**src/rtl/accel_pkg.sv**
```systemverilog
// Shared definitions for the OCR accelerator datapath: word width, pipeline
// depth limit and the occupancy-width helper used by elastic_pipe_reg.
package accel_pkg;

    localparam int DWIDTH_DEFAULT = 16;
    localparam int MAX_PIPE_DEPTH = 16;

    typedef logic signed [DWIDTH_DEFAULT-1:0] word_t;

    // Bits needed to count 0..depth valid stages.
    function automatic int occ_width(input int depth);
        return $clog2(depth + 1);
    endfunction

endpackage

```
**src/rtl/pipe_stage.sv**
```systemverilog
// One elastic pipeline stage: a valid bit plus a beat-wide data register that
// loads from upstream when the stage is allowed to advance.
module pipe_stage
    import accel_pkg::*;
#(
    parameter int WIDTH = DWIDTH_DEFAULT
) (
    input  logic             clk,
    input  logic             reset,
    input  logic             flush,
    input  logic             adv,
    input  logic             up_valid,
    input  logic [WIDTH-1:0] up_data,
    output logic             valid,
    output logic [WIDTH-1:0] data
);

    always_ff @(posedge clk) begin
        if (reset) begin
            valid <= 1'b0;
            data  <= '0;
        end else if (flush) begin
            // Flush drops the beat but leaves the data register untouched.
            valid <= 1'b0;
        end else if (adv) begin
            valid <= up_valid;
            if (up_valid) begin
                data <= up_data;
            end
        end
    end

endmodule

```
**src/rtl/elastic_pipe_reg.sv**
```systemverilog
// Elastic register pipeline moving LANES signed words through DEPTH stages.
// Define ELASTIC_PIPE_OCC_EN to add the combinational occupancy output.
module elastic_pipe_reg
    import accel_pkg::*;
#(
    parameter int DWIDTH = DWIDTH_DEFAULT,
    parameter int LANES  = 1,
    parameter int DEPTH  = 2
) (
    input  logic                      clk,
    input  logic                      reset,
    input  logic                      flush,
    input  logic                      in_valid,
    output logic                      in_ready,
    input  logic [LANES*DWIDTH-1:0]   in_data,
    output logic                      out_valid,
    input  logic                      out_ready,
    output logic [LANES*DWIDTH-1:0]   out_data
`ifdef ELASTIC_PIPE_OCC_EN
    ,
    output logic [occ_width(DEPTH)-1:0] occupancy
`endif
);

    localparam int W = LANES * DWIDTH;

    if (DEPTH < 1 || DEPTH > MAX_PIPE_DEPTH) begin : g_bad_depth
        $error("elastic_pipe_reg: DEPTH must be in 1..%0d", MAX_PIPE_DEPTH);
    end

    logic [DEPTH-1:0] v;
    logic [W-1:0]     d [DEPTH];
    logic [DEPTH:0]   adv;
    logic             accept;

    // Handshake: a beat moves across a port on a rising edge exactly when
    // valid and ready are both 1 in that cycle; ready here is combinational
    // from out_ready through the advance chain, so empty stages always fill.
    always_comb begin
        adv        = '0;
        adv[DEPTH] = out_ready;
        for (int s = DEPTH - 1; s >= 0; s--) begin
            adv[s] = ~v[s] | adv[s+1];
        end
    end

    assign in_ready = adv[0] & ~flush;
    assign accept   = in_valid & in_ready;

    for (genvar s = 0; s < DEPTH; s++) begin : g_stage
        logic         up_v;
        logic [W-1:0] up_d;

        if (s == 0) begin : g_head
            assign up_v = accept;
            assign up_d = in_data;
        end else begin : g_body
            assign up_v = v[s-1];
            assign up_d = d[s-1];
        end

        pipe_stage #(
            .WIDTH (W)
        ) u_stage (
            .clk      (clk),
            .reset    (reset),
            .flush    (flush),
            .adv      (adv[s]),
            .up_valid (up_v),
            .up_data  (up_d),
            .valid    (v[s]),
            .data     (d[s])
        );
    end

    assign out_valid = v[DEPTH-1];
    assign out_data  = d[DEPTH-1];

`ifdef ELASTIC_PIPE_OCC_EN
    localparam int OCC_W = occ_width(DEPTH);

    always_comb begin
        occupancy = '0;
        for (int s = 0; s < DEPTH; s++) begin
            occupancy = occupancy + OCC_W'(v[s]);
        end
    end
`endif

endmodule

```
**config.mk**
```make
export PLATFORM = sky130hd
export DESIGN_NAME = elastic_pipe_reg
export DESIGN_NICKNAME = d
export VERILOG_FILES = /design/src/rtl/accel_pkg.sv /design/src/rtl/pipe_stage.sv /design/src/rtl/elastic_pipe_reg.sv
export SDC_FILE = /design/constraint.sdc
export NUM_CORES = 1
export LEC_CHECK = 0
export BUFFER_PORTS_ARGS = -buffer_cell sky130_fd_sc_hd__clkbuf_2
export CAP_MARGIN = 20
export CORE_ASPECT_RATIO = 0.8
export CORE_MARGIN = 3
export CORE_UTILIZATION = 40
export CTS_CLUSTER_DIAMETER = 100
export DETAILED_ROUTE_END_ITERATION = 16
export PLACE_DENSITY = 0.61
export SYNTH_ARGS = -nofsm -noshare
export SYNTH_HDL_FRONTEND = slang
export SYNTH_SLANG_ARGS = --single-unit
```
**constraint.sdc**
```tcl
create_clock -name clk -period 1.9 [get_ports clk]
set_clock_uncertainty 0.15 [all_clocks]
set_input_delay 0.38 -clock clk [delete_from_list [all_inputs] [get_ports clk]]
set_output_delay 0.38 -clock clk [all_outputs]
set_load 0.005 [all_outputs]
```
==> impl_results.rst <==
.. list-table::
   :header-rows: 1

   * - Metric
     - Value
   * - Multi-input combinational cell area
     - around 700 um2
   * - Slowest cell delay on critical path
     - 340 ps
   * - Clock input transition at the sequential cells of the worst setup and hold paths
     - 60 ps
   * - Reg2Reg Depth
     - 3
   * - Die Area
     - 4360 um2
   * - Total I/O pin count
     - 39
   * - Level count of the clock H-tree
     - 2
   * - WS Path Type
     - flip-flop to output port
   * - Final Core Density
     - 53.4%
   * - Depth of the worst hold-timing path
     - 3
   * - Worst-path maximum fanout
     - 9
   * - Clk Latency, worst-skew pair
     - 280 ps
   * - Vias per inst
     - 4.96
   * - Overall global routing resource usage
     - between 10% and 20%
   * - Post-layout min period
     - around 1700 ps
   * - Instance count of the mapped netlist
     - 154
   * - Fraction of the cycle the final worst path needs
     - 87.2%
   * - Sequential fraction of the synthesis area
     - 47.3%
   * - Clock tree from TritonCTS
     - built
   * - Place WS
     - 312 ps
   * - Post-Route Setup TNS
     - 0 ps
   * - Number of cells in the finished layout apart from fillers
     - between 200 and 250
   * - CTS max path bufs
     - 2
   * - Number of nets in the finished design
     - around 210
   * - Number of flip-flops and latches in the synthesized netlist
     - 34
   * - Setup Viol. Count Final
     - 0
   * - Worst-Margin Slew
     - approximately 580 ps
   * - Worst Hold Endpoint
     - g_stage[0].u_stage.data[4]
   * - Final-report max-slew violation count
     - 0
   * - Placed wire-length estimate after detailed placement
     - around 2.1 mm
   * - Summed instance area of the synthesized netlist
     - around 1400 um2
   * - 1st-iter DRT viols
     - 58
   * - Count of nets left with antenna violations after detail routing
     - 0
   * - Data arrival time of the critical path
     - 1130 ps
   * - Synthesized net count
     - 175
   * - Reg power frac
     - 53.7%
   * - Net switching fraction of the power
     - 22.1%
   * - Cell-internal power
     - 1.08 mW
   * - Achievable Freq
     - between 600 and 700 MHz
   * - Count of distinct cell types in the synthesized netlist
     - 17
   * - Number of global-route vias before repair
     - 1,127
   * - Leakage power of the design
     - 0.698 nW
   * - Classification of the worst-slack hold path
     - input port to flip-flop
   * - Result of the run
     - finished clean
   * - Hold Fails Final Rpt
     - 0
   * - Die width
     - roughly 73 um
   * - Startpoint of the lowest-slack hold path
     - in_data[4]
   * - Final worst setup slack
     - 243 ps
   * - Area of all placed cells without fillers
     - 1740 um2
   * - Routed wire length
     - ~3 mm
   * - Fillers
     - about 320
   * - Number of buffers added for setup after CTS
     - 0
   * - Slowest stage cell, crit path
     - sky130_fd_sc_hd__dfxtp_1
   * - WP data required
     - around 1400 ps
   * - YS warnings
     - 0
   * - Die Height
     - 59.7 um
   * - Placement Rows
     - 18
   * - Startpoint type of the worst setup path
     - flip-flop
   * - Remaining routing DRC violations
     - 0
   * - Portion of total power attributed to the clock network
     - 38.3%
   * - Number of antenna violations at the first check in global routing
     - 0
   * - Buffer cell driving the clock tree root
     - sky130_fd_sc_hd__clkbuf_8
   * - CORE AREA
     - 3270 um2
   * - Cell Chain, Critical Path
     - nor2b_4 -> a21oi_1 -> clkbuf_2
   * - Slack of the worst reg-to-reg path
     - 420 ps
   * - Number of buffer cells added on primary ports
     - 38
   * - Sequential Area
     - 681 um2
   * - Wire length of the first global-routing pass
     - 5.18 mm
   * - RSZ-0062 raised after global routing
     - no
   * - Total instance count after detailed placement
     - 225
   * - Starting density of the core
     - 44.1%
   * - Relative slew slack
     - 61.1%
   * - Total placed instance area
     - between 1500 and 2000 um2
   * - Synthesis-to-layout area growth
     - 21.1%
   * - Sink Count
     - 34
   * - Power per cell area
     - 797 nW/um2
   * - Clock buffers created by TritonCTS
     - 5
   * - Drt wl/cell
     - 13.0 um
   * - Final weighted congestion of routability-driven global placement
     - 0.693
   * - Total of max-cap violations
     - 0
   * - Pin count of the biggest net entering global routing
     - 42
   * - Sum of buffers and inverters on the critical path
     - 1
   * - Part of the power in combinational logic
     - 8.0%
   * - Syn avg cell area
     - 9.35 um2
   * - Reg-to-reg endpoint
     - g_stage[1].u_stage.data[7]
   * - Count of TritonRoute iterations in the first routing pass
     - 4
   * - N_diodes
     - 0
   * - Overflow left after global routing
     - 0
   * - Top Family by Delay on Critical Path
     - flip-flops
   * - Layout cells sized above 1
     - 28.0%
   * - IR Drop Worst-Case VDD
     - 527 uV
   * - Critical Path Sink Type
     - output port
   * - Beginning of the worst register-to-register path
     - g_stage[0].u_stage.valid
   * - Count of vias placed by the detailed router
     - 1,155
   * - Power dissipated by switching net loads
     - a little over 0.3 mW
==> layer usage <==
metal  share of wire, %  global-route usage (%)
met1                 49                    21.0
met2                 41                    21.1
met3                7.3                    6.39
met4                1.9                    7.63
met5                  0                       0
==> through the flow <==
stage	hold slack, ps	power (mW)
finish	187	1.39
global route	186	1.46
CTS	183	1.41
detailed placement	302	0.873
global placement	302	0.869
floorplan	294	0.832
==> cells by family after synthesis <==
kind of cell / after synthesis / synth area share [%]
AND/OR/NAND/NOR: 56 / 23.3
AO/OA/AOI/OAI: 35 / 12.9
flip-flops: 34 / 47.3
multiplexers: 16 / 11.1
buffers and inverters: 13 / 5.39
==> cells in the mapped netlist, drive strengths merged <==
library cell | instances | share of area (%)
nand3 | 16 | 5.6
nor2 | 1 | 0.26
nand2b | 35 | 16
a21oi | 19 | 7.4
buf | 7 | 3.8
dfxtp | 34 | 47
clkbuf | 6 | 1.6
nor2b | 2 | 1.0
o21ai | 16 | 5.6
mux2i | 16 | 11
nor3 | 2 | 0.70
==> cells in the final DEF, fill, tap and decap left out <==
| cell | instances |
|---|---|
| sky130_fd_sc_hd__dfxtp_1 | 34 |
| sky130_fd_sc_hd__a21oi_1 | 18 |
| sky130_fd_sc_hd__clkbuf_8 | 6 |
| sky130_fd_sc_hd__nand2b_1 | 34 |
| sky130_fd_sc_hd__o21ai_1 | 10 |
| sky130_fd_sc_hd__nor2b_1 | 1 |
| sky130_fd_sc_hd__nor3_1 | 2 |
| sky130_fd_sc_hd__clkinv_2 | 1 |
| sky130_fd_sc_hd__o21ai_0 | 6 |
| sky130_fd_sc_hd__buf_4 | 6 |
| sky130_fd_sc_hd__clkbuf_2 | 38 |
| sky130_fd_sc_hd__mux2i_1 | 16 |
| sky130_fd_sc_hd__nand3_1 | 16 |
| sky130_fd_sc_hd__nor2b_4 | 1 |
| sky130_fd_sc_hd__nand2b_4 | 1 |
| sky130_fd_sc_hd__a21oi_4 | 1 |
| sky130_fd_sc_hd__nor2_1 | 1 |
| sky130_fd_sc_hd__clkbuf_1 | 1 |
==> tightest hold or removal path, stage by stage <==
cell	delay, ps
sky130_fd_sc_hd__clkbuf_2	80
sky130_fd_sc_hd__nand2b_1	50
sky130_fd_sc_hd__mux2i_1	60
==> flip-flops by register name (all words and copies together), names as in the netlist <==
name and flops:
g_stage.u_stage.data 32, g_stage.u_stage.valid 2
==> what timing repair did <==
item                       CTS  global route
resized for setup            0             1
hold buffers                 0             0
setup endpoints to repair    0             1
==> power groups by stage <==
stage | clock (mW) | combinational [mW] | sequential, mW
detailed placement | 0 | 0.111 | 0.762
finish | 0.533 | 0.111 | 0.746
CTS | 0.552 | 0.112 | 0.746
global route | 0.586 | 0.124 | 0.748
floorplan | 0 | 0.0728 | 0.759
global placement | 0 | 0.108 | 0.761
==> area by class of cell <==
class	count	area share (%)
multi-input cells	107	39.4
flip-flops and latches	34	39.0
repair buffers	44	13.5
clock buffers	7	4.95
well taps	40	2.87
clock inverters	1	0.287
==> worst max-delay path by stage <==
stage,from,end,cells past startpoint
floorplan,g_stage[1].u_stage.valid,in_ready,4
global placement,out_ready,in_ready,4
detailed placement,out_ready,in_ready,4
CTS,g_stage[1].u_stage.valid,in_ready,3
global route,g_stage[1].u_stage.valid,in_ready,3
finish,g_stage[1].u_stage.valid,in_ready,3
Power figures use the tool's default switching activity.
